`src/rtl/defines.v`:
```
// Shared register-file widths and write-enable encodings used by the writeback path.
`ifndef REGFILE_DEFINES_V
`define REGFILE_DEFINES_V
`define RegAddrBus  4:0
`define RegBus      31:0
`define RegNum      32
`define ZeroWord    32'h00000000
`define WriteEnable 1'b1
`define WriteDisable 1'b0
`define WbSrcWidth  1
`endif

```
`src/rtl/wb_slot.sv`:
```
// One-entry writeback buffer: captures a request, clears when drained, wiped by flush.
`ifndef REGFILE_DEFINES_V
`include "defines.v"
`endif

module wb_slot (
  input  logic               clk,
  input  logic               rst,
  input  logic               flush_i,
  input  logic               load_i,
  input  logic               clear_i,
  input  logic [`RegAddrBus] addr_i,
  input  logic [`RegBus]     data_i,
  output logic               vld_o,
  output logic [`RegAddrBus] addr_o,
  output logic [`RegBus]     data_o
);
  logic               vld_q, vld_d;
  logic [`RegAddrBus] addr_q, addr_d;
  logic [`RegBus]     data_q, data_d;

  // A load in the same cycle as a clear reloads the slot rather than emptying it.
  always_comb begin
    vld_d  = vld_q;
    addr_d = addr_q;
    data_d = data_q;
    if (flush_i) begin
      vld_d = 1'b0;
    end else if (load_i) begin
      vld_d  = 1'b1;
      addr_d = addr_i;
      data_d = data_i;
    end else if (clear_i) begin
      vld_d = 1'b0;
    end
  end

  always_ff @(posedge clk or negedge rst) begin
    if (!rst) begin
      vld_q  <= 1'b0;
      addr_q <= '0;
      data_q <= `ZeroWord;
    end else begin
      vld_q  <= vld_d;
      addr_q <= addr_d;
      data_q <= data_d;
    end
  end

  assign vld_o  = vld_q;
  assign addr_o = addr_q;
  assign data_o = data_q;
endmodule

```
`src/rtl/regfile_wb_arbiter.sv`:
```
// Merges execute and load writebacks into the single register-file write port,
// oldest-first, with per-register pending flags for hazard detection.
`ifndef REGFILE_DEFINES_V
`include "defines.v"
`endif

module regfile_wb_arbiter (
  input  logic               clk,
  input  logic               rst,
  input  logic               flush,
  input  logic               ex_valid,
  output logic               ex_ready,
  input  logic [`RegAddrBus] ex_waddr,
  input  logic [`RegBus]     ex_wdata,
  input  logic               mem_valid,
  output logic               mem_ready,
  input  logic [`RegAddrBus] mem_waddr,
  input  logic [`RegBus]     mem_wdata,
  output logic               we,
  output logic [`RegAddrBus] waddr,
  output logic [`RegBus]     wdata,
  output logic [`RegNum-1:0] busy
);
  localparam logic [`WbSrcWidth-1:0] SRC_EX  = 1'b0;
  localparam logic [`WbSrcWidth-1:0] SRC_MEM = 1'b1;

  logic               ex_vld, mem_vld;
  logic [`RegAddrBus] ex_addr, mem_addr;
  logic [`RegBus]     ex_data, mem_data;
  logic               gnt_ex, gnt_mem;
  logic               ex_cap, mem_cap;
  logic [`WbSrcWidth-1:0] wb_src;
  // age_q = 1: ex buffer was captured before mem buffer.
  logic               age_q, age_d;

  always_comb begin
    gnt_ex  = 1'b0;
    gnt_mem = 1'b0;
    if (!flush) begin
      if (ex_vld && mem_vld) begin
        gnt_ex  = age_q;
        gnt_mem = !age_q;
      end else begin
        gnt_ex  = ex_vld;
        gnt_mem = mem_vld;
      end
    end
  end

  assign ex_ready  = rst && (flush || !ex_vld  || gnt_ex);
  assign mem_ready = rst && (flush || !mem_vld || gnt_mem);

  // Address-0 handshakes complete but never occupy a buffer.
  assign ex_cap  = ex_valid  && ex_ready  && (|ex_waddr)  && !flush;
  assign mem_cap = mem_valid && mem_ready && (|mem_waddr) && !flush;

  wb_slot u_ex_slot (
    .clk     (clk),
    .rst     (rst),
    .flush_i (flush),
    .load_i  (ex_cap),
    .clear_i (gnt_ex),
    .addr_i  (ex_waddr),
    .data_i  (ex_wdata),
    .vld_o   (ex_vld),
    .addr_o  (ex_addr),
    .data_o  (ex_data)
  );

  wb_slot u_mem_slot (
    .clk     (clk),
    .rst     (rst),
    .flush_i (flush),
    .load_i  (mem_cap),
    .clear_i (gnt_mem),
    .addr_i  (mem_waddr),
    .data_i  (mem_wdata),
    .vld_o   (mem_vld),
    .addr_o  (mem_addr),
    .data_o  (mem_data)
  );

  // A freshly captured buffer is always the younger one; a tie leaves mem older.
  always_comb begin
    age_d = age_q;
    if (flush)                  age_d = 1'b0;
    else if (ex_cap)            age_d = 1'b0;
    else if (mem_cap)           age_d = 1'b1;
  end

  always_ff @(posedge clk or negedge rst) begin
    if (!rst) age_q <= 1'b0;
    else      age_q <= age_d;
  end

  assign wb_src = gnt_mem ? SRC_MEM : SRC_EX;
  assign we     = (gnt_ex || gnt_mem) ? `WriteEnable : `WriteDisable;

  always_comb begin
    waddr = '0;
    wdata = `ZeroWord;
    if (we) begin
      waddr = (wb_src == SRC_MEM) ? mem_addr : ex_addr;
      wdata = (wb_src == SRC_MEM) ? mem_data : ex_data;
    end
  end

  assign busy[0] = 1'b0;
  for (genvar i = 1; i < `RegNum; i++) begin : g_busy
    assign busy[i] = (ex_vld  && (int'(ex_addr)  == i)) ||
                     (mem_vld && (int'(mem_addr) == i));
  end
endmodule
```
`config.mk`:
```
export PLATFORM = sky130hd
export DESIGN_NAME = regfile_wb_arbiter
export DESIGN_NICKNAME = d
export VERILOG_FILES = /design/src/rtl/wb_slot.sv /design/src/rtl/regfile_wb_arbiter.sv
export VERILOG_INCLUDE_DIRS = /design/src /design/src/rtl
export SDC_FILE = /design/constraint.sdc
export NUM_CORES = 1
export LEC_CHECK = 0
export CORE_ASPECT_RATIO = 1.4
export CORE_UTILIZATION = 30
export CTS_CLUSTER_DIAMETER = 50
export CTS_CLUSTER_SIZE = 14
export DETAILED_ROUTE_END_ITERATION = 10
export PLACE_DENSITY_LB_ADDON = 0.3
export SLEW_MARGIN = 20
export SYNTH_ARGS = -nofsm -noshare
export SYNTH_HDL_FRONTEND = slang
export SYNTH_SLANG_ARGS = --single-unit
```
`constraint.sdc`:
```
create_clock -name clk -period 3.6 [get_ports clk]
set_input_delay 0.36 -clock clk [delete_from_list [all_inputs] [get_ports clk]]
set_output_delay 0.36 -clock clk [all_outputs]
set_load 0.1 [all_outputs]
```
==> metrics <==
status=completed; fin cells=703; grt ovf=0; Core Rows=50; cell taking the most area after synthesis=dfrtp_1; clock power share=0.323; Leak Pwr=2.525 nW; clock slew at reported path FFs=0.06 ns; Net Sw Power=0.0009155 W; Cells after Synth=381; slowest CP cell=nand2_1; gr busiest metal=met2; post-synthesis sequential area ratio=0.4727; core area=13330 sq um; Main synth FF type=dfrtp_1; Post-synth EDFFs=0; RSZ-0062 raised after global routing=no; Clock Skew=0.006896 ns; post-synth cell types=33; Worst-Margin Slew=0.8262 ns; crit-path cells=nand2_1 -> nand2_1 -> buf_4 -> nor3_1 -> nor3_2 -> buf_4; worst flop-to-flop path endpoint=u_mem_slot.data_o[18]; final hold vios=0; CP max FO=19; count of buffers from port buffering=149; yosys warns=0; ANT nets after route=0; delay-heaviest family, CP=simple AND/OR/NAND/NOR gates; Crit. End Element=primary output; critical path launch point type=flip-flop; Worst VDD drop=0.2315 mV; Synth Register Bits=77; synthesized cell area=4076 sq um; Die Wd=100.5 um; Maximum Capacitance Violations=0; Post CTS Setup Buffer Count=0; synthesized area per cell=10.70 sq um; Die Area=14060 sq um; initial antenna violation count=0; origin of the critical flop-to-flop path=u_mem_slot.vld_o; # H-tree levels=3; GR Layer Usage met3=0.03244; share of cells above drive strength 1=0.3704; Via density=4.970; fill count=1281; leading cell types by count after synthesis=dfrtp_1 (77), nor3_1 (71), nor2_1 (42), mux2_2 (40), o22ai_1 (31); Clock Tree Buf Depth=2; Final Critical Period=2.930 ns; WP data arrival=2.57 ns; Area contributors post-synth=dfrtp_1 (47%), mux2_2 (11%), mux2_4 (11%), nor3_1 (8.7%), o22ai_1 (4.8%); Sink Count=77; Peak Freq=0.3413 GHz; hold crit path type=in -> reg; Post-Syn Nets=460; ys async rst share=1.000; setup ws final=0.6704 ns; met1 usage=0.2053; combinational group share of total power=0.277; Sw Ratio=0.3169; pins over their slew limit=0; Flop pwr share=0.400; crit path to=wdata[9]; pre-CTS setup slack=0.9856 ns; met2 Track Usage GR=0.3053; DRT iter0 DRCs=133; WP buf/inv=2; hpwl dp=8388 um; setup violators final=0; Reg2Reg Setup Slack=1.51 ns; total track usage=0.1708; 1st-pass router iterations=5; dpl cells=686; CTS Buf Count=9; IO Count=151; cell count along the critical path=6; type of the worst setup path=reg -> out; first-pass GRT wire length=18430 um; post_cts resized=0; DRT Wirelength=11870 um; post-synth top area share=0.4727; pwr dens=488.6 nW/um^2; number of global-route vias before repair=3550; post-route setup TNS=0 ns; number of cells on the worst hold path=3; Area Overhead vs Synth=45.06%; largest net degree at the start of global routing=64; hold path start=flush; cell count of the worst reg-to-reg path=4; Initial Utilization=0.3059; GPL Wtd Cong=0.9029; Vias=3494; CTS tree=done; most common cell in the synthesized netlist=dfrtp_1; CP Launch Point=u_ex_slot.vld_o; drt wl/cell=16.88 um; Req. time, crit path=3.24 ns; root buffer cell=clkbuf_16; die span in y=139.9 um; period utilisation layout=0.8138; internal cell power=0.001974 W; Antenna Cells=0; Rel. slew slack=0.4492; CP max stage delay=0.60 ns; final net count=595; Residual DRC=0; clk_lat worst skew=0.33 ns
==> logic make-up after synthesis <==
kind of cell	after synthesis	synth area share
AO/OA/AOI/OAI	43	0.07029
buffers and inverters	36	0.05248
multiplexers	73	0.2293
other	1	0.0009199
flip-flops	77	0.4727
AND/OR/NAND/NOR	151	0.1743
==> what timing repair did <==
| item | 4_1_cts | 5_1_grt |
|---|---|---|
| hold buffers | 1 | 0 |
| hold endpoints to repair | 14 | 0 |
| setup endpoints to repair | 0 | 0 |
==> power by group through the flow <==
stage	registers, W	logic [W]	clock network [W]
finish	0.00116	0.000800	0.000933
CTS	0.00116	0.000806	0.000957
global route	0.00118	0.000849	0.000993
floorplan	0.00113	0.000604	0
detailed placement	0.00117	0.000803	0
global placement	0.00116	0.000788	0
==> layout by cell type, fill, tap and decap left out, drive strengths merged, types with 4 or more instances in the layout <==
cell / n
clkdlybuf4s50: 76
dfrtp: 77
nor2b: 5
nand2: 13
o22ai: 31
inv: 4
nand2b: 4
clkbuf: 13
buf: 79
mux2: 73
nor3: 71
nand3: 8
nor2: 42
==> worst min-delay path by stage <==
stage	to	slack [ns]
floorplan	age_q	0.06
global placement	u_mem_slot.addr_o[3]	0.25
detailed placement	u_mem_slot.addr_o[4]	0.25
CTS	age_q	0.45
global route	age_q	0.46
finish	age_q	0.46
==> cell type report <==
type	instances	area, sq um	share of cell area
Multi-Input combinational cell	268	2057	0.3479
Sequential cell	77	1927	0.3259
Timing Repair Buffer	156	1374	0.2323
Clock buffer	13	270.3	0.04570
Tap cell	182	227.7	0.03851
Clock inverter	3	42.54	0.007194
Inverter	4	15.01	0.002539
==> flip-flops by register name, summed over array words and instances (netlist names) <==
signal             flops
u_mem_slot.data_o     32
u_ex_slot.addr_o       5
age_q                  1
u_ex_slot.vld_o        1
u_ex_slot.data_o      32
u_mem_slot.vld_o       1
u_mem_slot.addr_o      5
==> routing by layer <==
layer  routed length [um]  vias up
met1                 4883     1721
met3                  587        6
met5                    0        -
li1                     -     1634
met2                 6285      133
met4                  113        0
==> per-stage QoR <==
step | total power [W] | area, sq um | hold slack (ns) | util
after floorplan | 0.001734 | 4183 | 0.06441 | -
after global placement | 0.001952 | 5590 | 0.2508 | 0.4195
after detailed placement | 0.001973 | 5590 | 0.2535 | 0.4195
after CTS | 0.002920 | 5913 | 0.4468 | 0.4438
after global routing | 0.003023 | 5913 | 0.4580 | 0.4438
final | 0.002889 | 5913 | 0.4597 | 0.4438
==> tightest hold or removal path, stage by stage <==
cell	delay [ns]
buf_2	0.11
inv_1	0.12
o221a_2	0.15
(Power assumes the default switching activity.)
